File: src/rtl/addressdecode_pkg.sv
// Shared definitions for the address decode engine: window mode encoding,
// configuration field selects, FSM states and the per-window attribute record.
package addressdecode_pkg;

  // Window access modes
  localparam logic [1:0] MODE_WR  = 2'b00;
  localparam logic [1:0] MODE_RD  = 2'b01;
  localparam logic [1:0] MODE_RW  = 2'b10;
  localparam logic [1:0] MODE_OFF = 2'b11;

  // cfg_sel field selects
  localparam logic [1:0] CFG_BASE = 2'd0;
  localparam logic [1:0] CFG_MASK = 2'd1;
  localparam logic [1:0] CFG_ATTR = 2'd2;
  localparam logic [1:0] CFG_RSVD = 2'd3;

  // Storage width of the slot field; the engine keeps SLOT_W bits of it meaningful
  localparam int ATTR_SLOT_W = 8;

  typedef enum logic [1:0] {
    ST_IDLE  = 2'd0,
    ST_MATCH = 2'd1,
    ST_HIT   = 2'd2,
    ST_MISS  = 2'd3
  } state_t;

  typedef struct packed {
    logic [ATTR_SLOT_W-1:0] slot;
    logic [1:0]             mode;
  } attr_t;

  // True when the captured direction (1 = read) is permitted by the window mode
  function automatic logic op_ok(input logic [1:0] mode, input logic rw);
    case (mode)
      MODE_WR: op_ok = !rw;
      MODE_RD: op_ok = rw;
      MODE_RW: op_ok = 1'b1;
      default: op_ok = 1'b0;
    endcase
  endfunction

endpackage

File: src/rtl/addressdecode_prio.sv
// Combinational window match over the registered table with lowest-index
// priority: reports whether any window hits and which one wins.
module addressdecode_prio
  import addressdecode_pkg::*;
#(
  parameter int ADDR_W      = 32,
  parameter int NUM_WIN     = 16,
  parameter int WIN_INDEX_W = 4
) (
  input  logic [ADDR_W-1:0]      addr_q,
  input  logic                   rw_q,
  input  logic [ADDR_W-1:0]      base_tab [NUM_WIN],
  input  logic [ADDR_W-1:0]      mask_tab [NUM_WIN],
  input  logic [1:0]             mode_tab [NUM_WIN],
  output logic                   hit_any,
  output logic [WIN_INDEX_W-1:0] hit_idx
);

  // Scan from the top index down so the lowest hitting window is the last one written
  always_comb begin
    hit_any = 1'b0;
    hit_idx = '0;
    for (int w = NUM_WIN - 1; w >= 0; w--) begin
      if ((mode_tab[w] != MODE_OFF) &&
          (((addr_q ^ base_tab[w]) & mask_tab[w]) == '0) &&
          op_ok(mode_tab[w], rw_q)) begin
        hit_any = 1'b1;
        hit_idx = WIN_INDEX_W'(w);
      end
    end
  end

endmodule

File: src/rtl/addressdecode_engine.sv
// Registered, programmable I/O address decoder. Captures the bus address when
// iorq_n falls, resolves it against a runtime-writable window table on the next
// edge and holds the resulting slot select until iorq_n rises. Unmatched cycles
// are recorded as a sticky flag, last miss address and saturating count.
// Optional build macro ADDRDEC_HITCNT_EN adds per-window 16-bit hit counters
// readable through hit_cnt_rd (cfg_sel = 3 selects, a cfg_sel = 3 write clears).
module addressdecode_engine
  import addressdecode_pkg::*;
#(
  parameter int ADDR_W      = 32,
  parameter int NUM_WIN     = 16,
  parameter int WIN_INDEX_W = 4,
  parameter int NUM_SLOTS   = 8,
  parameter int SLOT_W      = 3,
  parameter int MISS_CNT_W  = 16
) (
  input  logic                   clk,
  input  logic                   rst_n,
  input  logic [ADDR_W-1:0]      addr,
  input  logic                   iorq_n,
  input  logic                   r_w_,
  input  logic                   cfg_we,
  input  logic [WIN_INDEX_W-1:0] cfg_win,
  input  logic [1:0]             cfg_sel,
  input  logic [ADDR_W-1:0]      cfg_wdata,
  output logic                   cfg_busy,
  input  logic                   miss_clr,
  output logic                   dec_valid,
  output logic [WIN_INDEX_W-1:0] dec_win,
  output logic [SLOT_W-1:0]      dec_slot,
  output logic [NUM_SLOTS-1:0]   slot_sel_n,
  output logic                   miss_flag,
  output logic [ADDR_W-1:0]      miss_addr,
  output logic [MISS_CNT_W-1:0]  miss_cnt
`ifdef ADDRDEC_HITCNT_EN
  ,
  output logic [15:0]            hit_cnt_rd
`endif
);

  state_t state, state_nxt;

  logic [ADDR_W-1:0] addr_q;
  logic              rw_q;

  logic [ADDR_W-1:0] base_tab [NUM_WIN];
  logic [ADDR_W-1:0] mask_tab [NUM_WIN];
  attr_t             attr_tab [NUM_WIN];
  logic [1:0]        mode_tab [NUM_WIN];

  logic                   hit_any;
  logic [WIN_INDEX_W-1:0] hit_idx;
  logic [ATTR_SLOT_W-1:0] win_slot;
  logic [NUM_SLOTS-1:0]   win_sel_n;

  logic capture, take_hit, take_miss, leave_hit, cfg_ok;

  function automatic logic [MISS_CNT_W-1:0] sat_inc_miss(input logic [MISS_CNT_W-1:0] v);
    sat_inc_miss = (&v) ? v : v + MISS_CNT_W'(1);
  endfunction

  addressdecode_prio #(
    .ADDR_W      (ADDR_W),
    .NUM_WIN     (NUM_WIN),
    .WIN_INDEX_W (WIN_INDEX_W)
  ) u_prio (
    .addr_q   (addr_q),
    .rw_q     (rw_q),
    .base_tab (base_tab),
    .mask_tab (mask_tab),
    .mode_tab (mode_tab),
    .hit_any  (hit_any),
    .hit_idx  (hit_idx)
  );

  // FSM state register
  always_ff @(posedge clk) begin
    if (!rst_n) state <= ST_IDLE;
    else        state <= state_nxt;
  end

  // Next-state: a single high sample of iorq_n always returns to IDLE
  always_comb begin
    state_nxt = state;
    case (state)
      ST_IDLE:  if (!iorq_n) state_nxt = ST_MATCH;
      ST_MATCH: begin
        if (iorq_n)       state_nxt = ST_IDLE;
        else if (hit_any) state_nxt = ST_HIT;
        else              state_nxt = ST_MISS;
      end
      ST_HIT:   if (iorq_n) state_nxt = ST_IDLE;
      ST_MISS:  if (iorq_n) state_nxt = ST_IDLE;
      default:  state_nxt = ST_IDLE;
    endcase
  end

  // Control strobes derived from the current state and bus/config inputs
  always_comb begin
    capture   = 1'b0;
    take_hit  = 1'b0;
    take_miss = 1'b0;
    leave_hit = 1'b0;
    cfg_busy  = (state == ST_MATCH);
    cfg_ok    = cfg_we && (state != ST_MATCH) && (int'(cfg_win) < NUM_WIN);
    case (state)
      ST_IDLE:  capture = !iorq_n;
      ST_MATCH: begin
        take_hit  = !iorq_n && hit_any;
        take_miss = !iorq_n && !hit_any;
      end
      ST_HIT:   leave_hit = iorq_n;
      default:  ;
    endcase
  end

  // Winning window's slot and its one-hot active-low select; out-of-range slots select nothing
  always_comb begin
    win_slot = attr_tab[hit_idx].slot;
    for (int s = 0; s < NUM_SLOTS; s++) win_sel_n[s] = (int'(win_slot) != s);
    for (int w = 0; w < NUM_WIN; w++) mode_tab[w] = attr_tab[w].mode;
  end

  // Window table: reset to all-disabled, written outside MATCH
  always_ff @(posedge clk) begin
    if (!rst_n) begin
      for (int w = 0; w < NUM_WIN; w++) begin
        base_tab[w] <= '0;
        mask_tab[w] <= '0;
        attr_tab[w] <= '{slot: '0, mode: MODE_OFF};
      end
    end else if (cfg_ok) begin
      case (cfg_sel)
        CFG_BASE: base_tab[cfg_win] <= cfg_wdata;
        CFG_MASK: mask_tab[cfg_win] <= cfg_wdata;
        CFG_ATTR: begin
          attr_tab[cfg_win].slot <= ATTR_SLOT_W'(cfg_wdata[SLOT_W-1:0]);
          attr_tab[cfg_win].mode <= cfg_wdata[SLOT_W+1:SLOT_W];
        end
        default: ;
      endcase
    end
  end

  // Bus cycle capture on the falling iorq_n sample
  always_ff @(posedge clk) begin
    if (!rst_n) begin
      addr_q <= '0;
      rw_q   <= 1'b0;
    end else if (capture) begin
      addr_q <= addr;
      rw_q   <= r_w_;
    end
  end

  // Decode outputs: loaded on a hit, cleared on the edge that leaves HIT
  always_ff @(posedge clk) begin
    if (!rst_n || leave_hit) begin
      dec_valid  <= 1'b0;
      dec_win    <= '0;
      dec_slot   <= '0;
      slot_sel_n <= '1;
    end else if (take_hit) begin
      dec_valid  <= 1'b1;
      dec_win    <= hit_idx;
      dec_slot   <= SLOT_W'(win_slot);
      slot_sel_n <= win_sel_n;
    end
  end

  // Miss tracking: a coincident clear is applied before the new miss is counted
  always_ff @(posedge clk) begin
    if (!rst_n) begin
      miss_flag <= 1'b0;
      miss_addr <= '0;
      miss_cnt  <= '0;
    end else if (take_miss) begin
      miss_flag <= 1'b1;
      miss_addr <= addr_q;
      miss_cnt  <= miss_clr ? MISS_CNT_W'(1) : sat_inc_miss(miss_cnt);
    end else if (miss_clr) begin
      miss_flag <= 1'b0;
      miss_cnt  <= '0;
    end
  end

`ifdef ADDRDEC_HITCNT_EN
  logic [15:0] hit_cnt [NUM_WIN];

  function automatic logic [15:0] sat_inc_hit(input logic [15:0] v);
    sat_inc_hit = (&v) ? v : v + 16'd1;
  endfunction

  // Per-window hit statistics with a registered read port selected by cfg_sel = 3
  always_ff @(posedge clk) begin
    if (!rst_n) begin
      for (int w = 0; w < NUM_WIN; w++) hit_cnt[w] <= '0;
      hit_cnt_rd <= '0;
    end else begin
      if (take_hit) hit_cnt[hit_idx] <= sat_inc_hit(hit_cnt[hit_idx]);
      if (cfg_ok && (cfg_sel == CFG_RSVD)) hit_cnt[cfg_win] <= '0;
      if ((cfg_sel == CFG_RSVD) && (int'(cfg_win) < NUM_WIN)) hit_cnt_rd <= hit_cnt[cfg_win];
    end
  end
`endif

endmodule

File: config.mk
export PLATFORM = sky130hd
export DESIGN_NAME = addressdecode_engine
export DESIGN_NICKNAME = d
export VERILOG_FILES = /design/src/rtl/addressdecode_pkg.sv /design/src/rtl/addressdecode_prio.sv /design/src/rtl/addressdecode_engine.sv
export SDC_FILE = /design/constraint.sdc
export NUM_CORES = 2
export LEC_CHECK = 0
export BUFFER_PORTS_ARGS = -buffer_cell sky130_fd_sc_hd__buf_4
export CAP_MARGIN = 10
export CELL_PAD_IN_SITES_DETAIL_PLACEMENT = 2
export CELL_PAD_IN_SITES_GLOBAL_PLACEMENT = 2
export CORE_ASPECT_RATIO = 0.9
export CORE_MARGIN = 5
export CORE_UTILIZATION = 41
export DETAILED_ROUTE_END_ITERATION = 8
export PLACE_DENSITY = 0.83
export SLEW_MARGIN = 40
export SYNTH_ARGS = -nofsm -noshare
export SYNTH_HDL_FRONTEND = slang
export SYNTH_SLANG_ARGS = --single-unit
File: constraint.sdc
create_clock -name clk -period 6.45 [get_ports clk]
set_clock_uncertainty 0.15 [all_clocks]
set_input_delay 0.9675 -clock clk [delete_from_list [all_inputs] [get_ports clk]]
set_output_delay 0.9675 -clock clk [all_outputs]
set_load 0.02 [all_outputs]
==> results by group <==
Run status
  – Outcome: finished, final reports clean

Synthesis
  – Count leader, synth: nand2_1
  – Yosys top cell by area: dfxtp_1
  – Distinct cells, synth: 64
  – Synth area leaders: dfxtp_1 45%, nand2_1 17%, a21oi_1 11%
  – Mapped Nets: roughly 6400
  – Synth top area share: roughly 45%
  – Seq/Total Area, Yosys: 49.31%
  – #FFs+latches synth: 1204
  – Area of the mapped netlist: 50500 sq um
  – Synth top cells by count: 2260 x nand2_1, 1124 x dfxtp_1, 1103 x a21oi_1
  – Post-Synthesis Cells: between 6000 and 7000
  – Synth Warn #: 0
  – Number of synthesized flops with an enable pin: 80
  – Main flop type after synthesis: dfxtp_1
  – Asr flop ratio synth: 0%
  – Syn Area/Cell: between 7 and 8 sq um

Timing
  – Post-Route Setup TNS: 0 ns
  – Max Clk Rate: around 160 MHz
  – RSZ-0062 raised after global routing: false
  – Fin crit share: between 90% and 100%
  – Max_slew headroom: a little over a third
  – Fin. Hold Viols: 0
  – Worst-margin pin slew: ~0.95 ns
  – Max Slew Vio Count: 0
  – Fin crit period: between 6 and 7 ns
  – Final setup viols: 0

Worst hold path
  – Hold_sp: addr[21]
  – Hold crit path type: primary input to flip-flop

Clocking
  – Post-CTS setup buffer count: 0
  – Worst skew pair latency: around 0.80 ns
  – Worst-path clk slew: 0.06 ns
  – TritonCTS Sinks: between 1000 and 1500
  – Post-CTS resize count: 0
  – Root Buffer: clkbuf_16
  – CTS tree: yes
  – TritonCTS Buffers: ~140
  – Hold_buf cts: 0
  – H-tree depth: 4
  – CTS Buffer Depth: 3

Critical path
  – CP max-delay cell: dfxtp_2
  – CP endpoint: slot_sel_n[0]
  – Crit-path cells: buf_4, xor2_1, a22oi_1, nand4_1, nor4_1, nand3_1, a21oi_1, o21ai_1, and3_1, o21ai_0, o2111ai_1, a2111oi_4, a31oi_1, or2_1
  – CP arrival: 6.60 ns
  – WP depth: 14
  – Critical path class: flip-flop to flip-flop
  – RR Startpoint: addr_q[11]
  – Max incr delay on CP: 0.79 ns
  – Worst path bufs/invs: 1
  – Worst reg2reg endpoint: slot_sel_n[0]
  – Setup crit end kind: flip-flop
  – CP top delay family: compound AO/OA/AOI/OAI gates
  – Crit path launch type: flip-flop
  – R2R depth: 14
  – Max FO, Critical Path: 12
  – CP Data Required Time: between 6 and 7 ns
  – Crit. Startpoint: addr_q[11]
  – Worst reg-to-reg setup slack: 0.37 ns

Placement
  – Routability Congestion: 0.8693
  – DPL Wire Length: 145.8 mm
  – I/O Buffers: between 100 and 150

Power and ir drop
  – Leak Pwr: 21.78 nW
  – Switching share of total power: between 20% and 30%
  – Clock share of power: a little under half
  – Sequential Power Share: 46.5%
  – Power density cells: approximately 290 nW/um^2
  – VDD IR max: 0.2108 mV
  – Int Pwr: ~12 mW
  – Combinational group share of total power: between 6 and 7%
  – Net Switching: 4.346 mW

Detailed routing
  – Final ANT Viol Nets: 0
  – Via count: between 40000 and 50000
  – Post-DR vias/cell: around 6
  – DRT Pass-1 Iters: 7
  – WL final: 245.6 mm
  – DRC Markers: 0
  – WL per Instance: between 30 and 40 um
  – Drt initial violations: between 4000 and 5000

GRT
  – Global-route wire length before repair: around 360 mm
  – Initial antenna violation count: 10
  – GRT Overall Usage: approximately 37%
  – Vias in the first global route: between 50000 and 60000
  – Gr ovfl total: 0
  – Largest net degree at the start of global routing: 164

Job
  – Max Cap Viol: 0

Layout
  – Fillers: 13560
  – Final core utilization: 46.77%
  – Area grow syn2layout: 13.65%
  – Fraction of layout cells with a size suffix above 1: roughly 9%
  – Final #Nets: between 6000 and 7000

Die
  – Row count: 122
  – Die outline height: roughly 340 um
  – Die X: between 300 and 400 um
  – I/O pin count: between 100 and 150
  – Core area: between 100000 and 150000 sq um
  – Die area: around 130000 sq um
  – Effective utilization at floorplan: about two fifths
power by group through the flow:
stage                     Sequential (mW)  Combinational (mW)  Clock, mW
after floorplan                      7.75               0.539          0
after global placement               7.88               0.954          0
after detailed placement             7.88               0.979          0
after CTS                            7.72               0.995       7.88
after global routing                 7.72                1.04       8.19
final                                7.73                1.03       7.84
how the worst min path moves through the flow:
stage | endpoint | slack (ns) | cells after the start
after floorplan | mask_tab[13] | 0.29 | 2
after global placement | mask_tab[95] | 0.29 | 2
after detailed placement | miss_addr[21] | 0.30 | 2
after CTS | addr_q[13] | 0.24 | 3
after global routing | addr_q[10] | 0.28 | 3
final | addr_q[21] | 0.28 | 3
worst register-to-register path, cell delays in order (launching register included):
cell,delay (ns)
dfxtp_2,0.79
buf_4,0.42
xor2_1,0.20
a22oi_1,0.18
nand4_1,0.19
nor4_1,0.75
nand3_1,0.50
a21oi_1,0.53
o21ai_1,0.40
and3_1,0.32
o21ai_0,0.22
o2111ai_1,0.29
a2111oi_4,0.58
a31oi_1,0.19
or2_1,0.25
sequential cells by signal, indices dropped and copies added, names as in the netlist:
register,cells
addr_q,32
miss_cnt,16
dec_win,4
dec_slot,3
mask_tab,512
base_tab,512
miss_flag,1
dec_valid,1
slot_sel_n,8
attr_tab,80
miss_addr,32
rw_q,1
state,2
cell type report:
class                      instances  area (sq um)  share of cell area [%]
clock buffer                     221          4169                   7.264
antenna                            2         5.005                0.008720
inverter                           5         26.28                 0.04578
multi-input combinational       4606         23740                   41.37
sequential                      1204         24960                   43.49
timing repair buffer             272          2272                   3.959
clock inverter                    24         203.9                  0.3553
tap                             1612          2017                   3.514
cell families after synthesis:
kind of cell | after synthesis | synth area share [%]
fa+ha+maj | 1 | 0.02477
mux | 19 | 0.3865
flops | 1204 | 49.31
simple gates | 2634 | 21.01
xor+xnor | 543 | 9.417
buf+inv | 532 | 4.187
compound gates | 1409 | 15.66
per-stage QoR:
step                      hold slack [ns]  worst slack (ns)  instance area (sq um)  total power [mW]  cells
after floorplan                    0.2857             2.562                  50500             8.292   6342
after global placement             0.2911            0.9109                  52690             8.833   7690
after detailed placement           0.3015            0.7553                  52950             8.861   7698
after CTS                          0.2393            0.6422                  57330             16.59   7943
after global routing               0.2766            0.3466                  57390             16.95   7944
final                              0.2770            0.3663                  57400             16.60   7946
per-layer routing:
| metal | global-route usage, % | up-vias | share of wire, % |
|---|---|---|---|
| li1 | - | 20640 | - |
| met1 | 44.80 | 25110 | 39 |
| met2 | 59.99 | 2042 | 46 |
| met3 | 6.773 | 746 | 7.4 |
| met4 | 22.31 | 4 | 6.8 |
| met5 | 0 | - | 0.011 |
placed cells by master (no fill, tap or decap), types with 6 or more instances in the layout:
cell          n
and2_1        8
xor2_1      522
dfxtp_2      26
buf_12        8
nor2_2       26
xnor2_1      21
nand2_1    2248
nor4_1        9
and4_1       12
o21ai_0      12
clkinv_2     14
nor2_4        7
a221oi_1     15
buf_4       253
edfxtp_1     80
clkbuf_1     46
dfxtp_4       6
nand2b_1     18
nand4_1      49
a21boi_0      6
dfxtp_1    1092
nand3_1      29
nor3_2        8
o21ai_1      16
mux2i_1      15
clkbuf_16   141
and3_1       62
a22oi_1     196
clkbuf_8     34
nand2_4      10
nor2b_1      17
a21oi_1    1103
nor3_1        8
or3_1        39
a22o_1       16
a222oi_1     16
nor2_1       57
Power figures use the tool's default switching activity.
